===== config.mk =====
export PLATFORM = sky130hd
export DESIGN_NAME = irq_request_gen
export DESIGN_NICKNAME = d
export VERILOG_FILES = /design/src/rtl/irq_request_gen_pkg.sv /design/src/rtl/irq_debounce.sv /design/src/rtl/irq_request_gen.sv
export SDC_FILE = /design/constraint.sdc
export NUM_CORES = 1
export LEC_CHECK = 0
export CAP_MARGIN = 20
export CORE_ASPECT_RATIO = 0.7
export CORE_MARGIN = 8
export CORE_UTILIZATION = 46
export CTS_CLUSTER_DIAMETER = 60
export DETAILED_ROUTE_END_ITERATION = 8
export PLACE_DENSITY = 0.72
export SLEW_MARGIN = 5
export SYNTH_ARGS = -nofsm -noshare
export SYNTH_HDL_FRONTEND = slang
export SYNTH_SLANG_ARGS = --single-unit
export TNS_END_PERCENT = 50

===== constraint.sdc =====
create_clock -name clk -period 3.5 [get_ports clk]
set_input_delay 1.05 -clock clk [delete_from_list [all_inputs] [get_ports clk]]
set_output_delay 1.05 -clock clk [all_outputs]
set_load 0.05 [all_outputs]

===== src/rtl/irq_request_gen_pkg.sv =====
// ---------------------------------------------------------------------------
// irq_request_gen_pkg
// Shared definitions for the interrupt request generator:
//   NCH          number of interrupt channels
//   CH0..CH2     channel index constants (CH2 has highest downstream priority)
//   irq_state_e  per-channel request state (IDLE / REQ)
// ---------------------------------------------------------------------------
package irq_request_gen_pkg;

   localparam int NCH = 3;

   localparam int CH0 = 0;
   localparam int CH1 = 1;
   localparam int CH2 = 2;

   typedef enum logic {
      IDLE = 1'b0,
      REQ  = 1'b1
   } irq_state_e;

endpackage : irq_request_gen_pkg


===== src/rtl/irq_debounce.sv =====
// ---------------------------------------------------------------------------
// irq_debounce
// One channel's front end: a two-flop synchronizer, a debounce counter and a
// rising-edge event on the debounced level.
// Ports:
//   clk     system clock
//   rst     asynchronous active-high reset
//   btn_i   raw asynchronous, bouncing input
//   lvl_o   debounced level
//   rise_o  one-cycle pulse in the cycle after lvl_o goes 0->1
// ---------------------------------------------------------------------------
module irq_debounce
   import irq_request_gen_pkg::*;
#(
   parameter int DB_CYCLES = 16
) (
   input  logic clk,
   input  logic rst,
   input  logic btn_i,
   output logic lvl_o,
   output logic rise_o
);

   localparam int CNT_W = $clog2(DB_CYCLES);
   localparam logic [CNT_W-1:0] CNT_MAX = CNT_W'(DB_CYCLES - 1);

   logic             sync1_q;
   logic             sync2_q;
   logic [CNT_W-1:0] cnt_q;
   logic [CNT_W-1:0] cnt_d;
   logic             lvl_q;
   logic             lvl_d;
   logic             lvl_prev_q;

   // The counter only runs while the synchronized input disagrees with the
   // debounced level. Reaching CNT_MAX with the disagreement still present
   // means DB_CYCLES consecutive differing samples: accept the new level and
   // restart from zero, so the counter never wraps.
   always_comb begin
      cnt_d = '0;
      lvl_d = lvl_q;
      if (sync2_q != lvl_q) begin
         if (cnt_q == CNT_MAX) begin
            lvl_d = ~lvl_q;
         end else begin
            cnt_d = cnt_q + 1'b1;
         end
      end
   end

   always_ff @(posedge clk or posedge rst) begin
      if (rst) begin
         sync1_q    <= 1'b0;
         sync2_q    <= 1'b0;
         cnt_q      <= '0;
         lvl_q      <= 1'b0;
         lvl_prev_q <= 1'b0;
      end else begin
         sync1_q    <= btn_i;
         sync2_q    <= sync1_q;
         cnt_q      <= cnt_d;
         lvl_q      <= lvl_d;
         lvl_prev_q <= lvl_q;
      end
   end

   assign lvl_o  = lvl_q;
   // Combinational from two flops: high for exactly the cycle after a rise,
   // so the request FSM registers it on the very next edge.
   assign rise_o = lvl_q & ~lvl_prev_q;

endmodule : irq_debounce


===== src/rtl/irq_request_gen.sv =====
// ---------------------------------------------------------------------------
// irq_request_gen
// Turns bouncing interrupt sources into held break requests with per-channel
// enable, acknowledge and sticky overrun reporting.
// Ports:
//   clk      system clock
//   rst      asynchronous active-high reset
//   btn      raw interrupt sources, bit n = channel n
//   en       per-channel request enable (0 = masked)
//   ack      one-cycle acknowledge pulse per channel
//   clr_ovr  one-cycle pulse clearing all overrun flags
//   brk      request level, held until acknowledged (registered)
//   ovr      sticky overrun flag per channel
//   db_lvl   debounced level per channel
// ---------------------------------------------------------------------------
module irq_request_gen
   import irq_request_gen_pkg::*;
#(
   parameter int DB_CYCLES = 16
) (
   input  logic           clk,
   input  logic           rst,
   input  logic [NCH-1:0] btn,
   input  logic [NCH-1:0] en,
   input  logic [NCH-1:0] ack,
   input  logic           clr_ovr,
   output logic [NCH-1:0] brk,
   output logic [NCH-1:0] ovr,
   output logic [NCH-1:0] db_lvl
);

   logic [NCH-1:0] rise;

   generate
      for (genvar gi = 0; gi < NCH; gi++) begin : g_ch
         irq_state_e state_q;
         irq_state_e state_d;
         logic       brk_q;
         logic       brk_d;
         logic       ovr_q;
         logic       ovr_d;
         logic       ovr_set;
         logic       ev;

         irq_debounce #(
            .DB_CYCLES (DB_CYCLES)
         ) u_debounce (
            .clk    (clk),
            .rst    (rst),
            .btn_i  (btn[gi]),
            .lvl_o  (db_lvl[gi]),
            .rise_o (rise[gi])
         );

         // Masked events are dropped here, so they can neither raise a
         // request nor flag an overrun.
         assign ev = rise[gi] & en[gi];

         always_comb begin
            state_d = state_q;
            ovr_set = 1'b0;
            case (state_q)
               IDLE: begin
                  // ack while idle has nothing to acknowledge
                  if (ev) begin
                     state_d = REQ;
                  end
               end
               REQ: begin
                  if (ev) begin
                     // With ack in the same cycle the new event simply
                     // replaces the acknowledged request; without it the
                     // previous request is still pending.
                     if (!ack[gi]) begin
                        ovr_set = 1'b1;
                     end
                  end else if (ack[gi]) begin
                     state_d = IDLE;
                  end
               end
               default: state_d = IDLE;
            endcase
            // set has priority over a simultaneous clear
            ovr_d = ovr_set | (ovr_q & ~clr_ovr);
            // brk is its own flop so the output never glitches
            brk_d = (state_d == REQ);
         end

         always_ff @(posedge clk or posedge rst) begin
            if (rst) begin
               state_q <= IDLE;
               brk_q   <= 1'b0;
               ovr_q   <= 1'b0;
            end else begin
               state_q <= state_d;
               brk_q   <= brk_d;
               ovr_q   <= ovr_d;
            end
         end

         assign brk[gi] = brk_q;
         assign ovr[gi] = ovr_q;
      end
   endgenerate

endmodule : irq_request_gen


# [Yosys cells after proc, flatten, opt, wreduce, memory -nomap -nowiden]
# Index checks and enable logic that the tools add are counted.
# Widths: inputs -> output; s select.
[totals] ff_bits=30 in_bits=12 output_inout_bits=9 elab_cells=79
[op_classes] n_addsub=3 eq_ne=6 mux=24 n_bitwise=22 reduce_logical=3
[ops] op="$mux 4" n=6
[ops] op="$mux 1" n=15
[ops] op="$add 4x1->4 const B" n=3
[ops] op="$eq 4x4->1 const B" n=3
[ops] op="$not 1->1" n=10
[ops] op="$and 1x1->1" n=9
[ops] op="$pmux 1 s2" n=3
[ops] op="$reduce_and 2->1" n=3
[ops] op="$ne 1x1->1" n=3
[ops] op="$or 1x1->1" n=3

# [Logic depth before layout (Yosys ltp)]
[depth] ltp_word=6 ltp_mapped=4 ltp_nobuf=4

# [Hierarchy]
# Synthesis repeated with hierarchy kept, for this count alone.
[unflattened] hier_cells=91 area_unflattened_um2=1212.4
[by_module_without_submodules] module="irq_debounce" n_inst=3 cells_per_inst=21 area_each_um2=306.5 seq_area_each_um2=200.2
[by_module_without_submodules] module="irq_request_gen" n_inst=1 cells_per_inst=28 area_each_um2=292.8 seq_area_each_um2=150.1

# [Worst setup path before layout]
# OpenSTA, ideal clock, no wires.
[synth_path] path_type="register to output" start="register g_ch[0].u_debounce.lvl_q" end="output db_lvl[0]" arrival_ps=591 required_time_ps=2450 path_slack_ps=1859 path_stages_with_launch=2 path_buffers=1 cell_sequence="dfrtp_1 -> buf_4"
[synth_lines] item="from (decl)" line="irq_debounce.sv:31" text="logic lvl_q;"
[synth_lines] item="from (signal assigned)" line="irq_debounce.sv:62" text="lvl_q <= lvl_d;"
[synth_lines] item="to (decl)" line="irq_request_gen.sv:29" text="output logic [NCH-1:0] db_lvl"
# No word-level cell between the ends.

# [Final worst setup path]
[layout_path] start="register g_ch[0].u_debounce.lvl_q" end="output db_lvl[0]"
# No word-level cell between the ends.

==> impl_metrics.tcl <==
set metrics [dict create \
    postRouteAntennaNets 0 \
    crit_chain "clkdlybuf4s50_1" \
    crit_path_top_delay_cell "clkdlybuf4s50_1" \
    num_vias 683 \
    synthMuxAreaShare_pct 3.69 \
    final_nets 128 \
    holdWs_ns 0.348 \
    synth_cell_type_count 17 \
    via_per_inst 4.61 \
    synth_seq_cells 30 \
    grt_usage_pct 9.59 \
    clk_latency_ns 0.27 \
    grt.overflow.total 0 \
    gp_congestion 0.693 \
    max_clock_freq_ghz 0.386 \
    cts_sinks 30 \
    crit_required_ns 2.45 \
    maxSlewViolCount 0 \
    die_h_um 59.1 \
    finalSetupViolCount 0 \
    period_minus_slack_ns 2.59 \
    insertedDiodeCount 0 \
    grt_pass1_wl_mm 3.33 \
    ioPinCount 21 \
    synth_compound_area_share_pct 5.23 \
    worstSetupPathType "flip-flop to primary output" \
    core_area_um2 2500 \
    cp.arrival_ns 1.54 \
    dr.first_iter.drc_count 32 \
    fin_util_pct 60.0 \
    fin_skew_ns 0.00524 \
    cts-hold-fix-buffers 0 \
    synthesis.nets 109 \
    ys_seq_area_share_pct 61.5 \
    clk_pin_slew_ns 0.06 \
    cap_viol_max_count 0 \
    wl_per_cell_um 12.7 \
    place_hpwl_mm 1.40 \
    p_per_area_nw_per_um2 459 \
    crit_path_start_kind "flip-flop" \
    htreeDepth 2 \
    synthXorXnorAreaFrac_pct 4.31 \
    cpPeakStageDelay_ns 0.84 \
    path_delay_family "buffers and inverters" \
    yosys.area_share.simple_pct 14.5 \
    drt_wl_total_mm 1.88 \
    start_util_pct 48.9 \
    antenna_found_initial 0 \
    status "finished, final reports clean" \
    cts_resized 0 \
    clock_path_buffers 2 \
    grt_pass1_vias 703 \
    syn_to_final_growth_pct 22.8 \
    cts_root_buf "clkbuf_8" \
    die_x_um 77.6 \
    syn_inst 94 \
    power_leakage_uw 0.000660 \
    slew_headroom_pct 66.2 \
    hold_violations 0 \
    drcViolationCount 0 \
    io_buffers 20 \
    grt_setup_unrepaired "no" \
    postCtsSetupRepairBufs 0 \
    setup_tns_ns 0 \
    cts_tree "yes" \
    synth_fa_ha_area_share_pct 3.08 \
    syn_area_um2 1220 \
    rows 15 \
    grt_max_degree 31 \
    cts_buffers 5 \
    post_route_cells_drive_above_1_share_pct 15.8 \
    ys_warn_count 0 \
    cp_max_fo 5 \
    dr.pass1.iters 4 \
    syn_avg_cell_area_um2 13.0 \
    tightest_slew_ns 0.505 \
    cp-end-kind "primary output" \
    period_share_pct 73.9 \
    max-vdd-ir-drop_mv 0.215 \
    path_buf_inv 1 \
    synth_top_family_by_area "simple AND/OR/NAND/NOR gates" \
    holdCritPathClass "flip-flop to flip-flop" \
    dieArea_um2 4580 \
]
## cell usage after synthesis
cell,n,area (um^2)
mux2_4,3,45.0
nand2b_1,3,18.8
a21oi_1,6,30.0
buf_4,9,67.6
inv_1,7,26.3
dfrtp_1,30,751
nor3b_2,3,37.5
xnor2_1,6,52.6
ha_1,3,37.5
o22ai_1,3,18.8
nor2_1,3,11.3
nor2b_1,3,18.8
nand4b_1,3,26.3
o21ai_0,3,15.0
nand2_1,3,11.3
nand3_2,3,30.0
nand3b_1,3,22.5
## worst paths after layout
check                                            startpoint                          end  slack, ns  cells past startpoint
worst max-delay path               g_ch[0].u_debounce.lvl_o                    db_lvl[0]       0.91                      1
worst min-delay path             g_ch[2].u_debounce.sync1_q   g_ch[2].u_debounce.sync2_q       0.35                      0
worst max register to register  g_ch[1].u_debounce.cnt_q[0]     g_ch[1].u_debounce.lvl_o       2.28                      3
worst min register to register   g_ch[2].u_debounce.sync1_q   g_ch[2].u_debounce.sync2_q       0.35                      0
max in group asynchronous                               rst   g_ch[1].u_debounce.sync1_q       2.08                      3
min in group asynchronous                               rst  g_ch[2].u_debounce.cnt_q[1]       1.15                      3
## metrics by stage
| stage | total power (uW) | cell area, um^2 | setup WS [ns] | cells |
|---|---|---|---|---|
| final | 688 | 1500 | 0.912 | 148 |
| after global routing | 719 | 1500 | 0.843 | 148 |
| after CTS | 699 | 1500 | 0.897 | 148 |
| after detailed placement | 420 | 1400 | 1.20 | 140 |
| after global placement | 417 | 1400 | 1.22 | 140 |
| after floorplan | 398 | 1220 | 1.82 | 94 |
## final cells by class
cell class / instances / area [um^2]
flip-flops and latches: 30 / 751
clock inverters: 2 / 12.5
clock buffers: 6 / 82.6
inverters: 7 / 26.3
fillers: 202 / 998
multi-input cells: 48 / 375
well taps: 34 / 42.5
repair buffers: 21 / 208
## power by group
part | leakage [uW] | internal (uW) | switching, uW
registers | 0.000398 | 359 | 11.6
clock network | 0.0000472 | 158 | 118
logic | 0.000216 | 24.0 | 18.4
total | 0.000660 | 540 | 148
## metal layers
metal | vias to the layer above | track usage (%) | wire [um]
met5 | - | 0 | 0
met4 | 0 | 6.42 | 14
met3 | 2 | 4.85 | 156
met2 | 22 | 13.9 | 801
met1 | 317 | 11.0 | 911
li1 | 342 | - | -
## placed cells by master (no fill, tap or decap)
master,count
a21oi_1,6
o22ai_1,3
nand2b_1,3
clkinvlp_4,1
buf_4,1
nand4b_1,3
dfrtp_1,30
inv_1,7
nand3b_1,3
nand2_1,3
nor2b_1,3
nor3b_2,3
o21ai_0,3
xnor2_1,6
mux2_4,3
nand3_2,3
ha_1,3
clkdlybuf4s50_1,20
clkbuf_8,6
clkinv_2,1
nor2_1,3
## state kept, by name, indices dropped and copies added, names as in the netlist
name,cells
g_ch.u_debounce.cnt_q,12
g_ch.brk_q,3
g_ch.ovr_q,3
g_ch.u_debounce.lvl_o,3
g_ch.u_debounce.lvl_prev_q,3
g_ch.u_debounce.sync1_q,3
g_ch.u_debounce.sync2_q,3
## cells by family after synthesis
| family | count (synthesis) |
|---|---|
| buf+inv | 16 |
| mux | 3 |
| compound gates | 12 |
| simple gates | 24 |
| xor+xnor | 6 |
| flops | 30 |
| fa+ha+maj | 3 |
(Power assumes the default switching activity.)
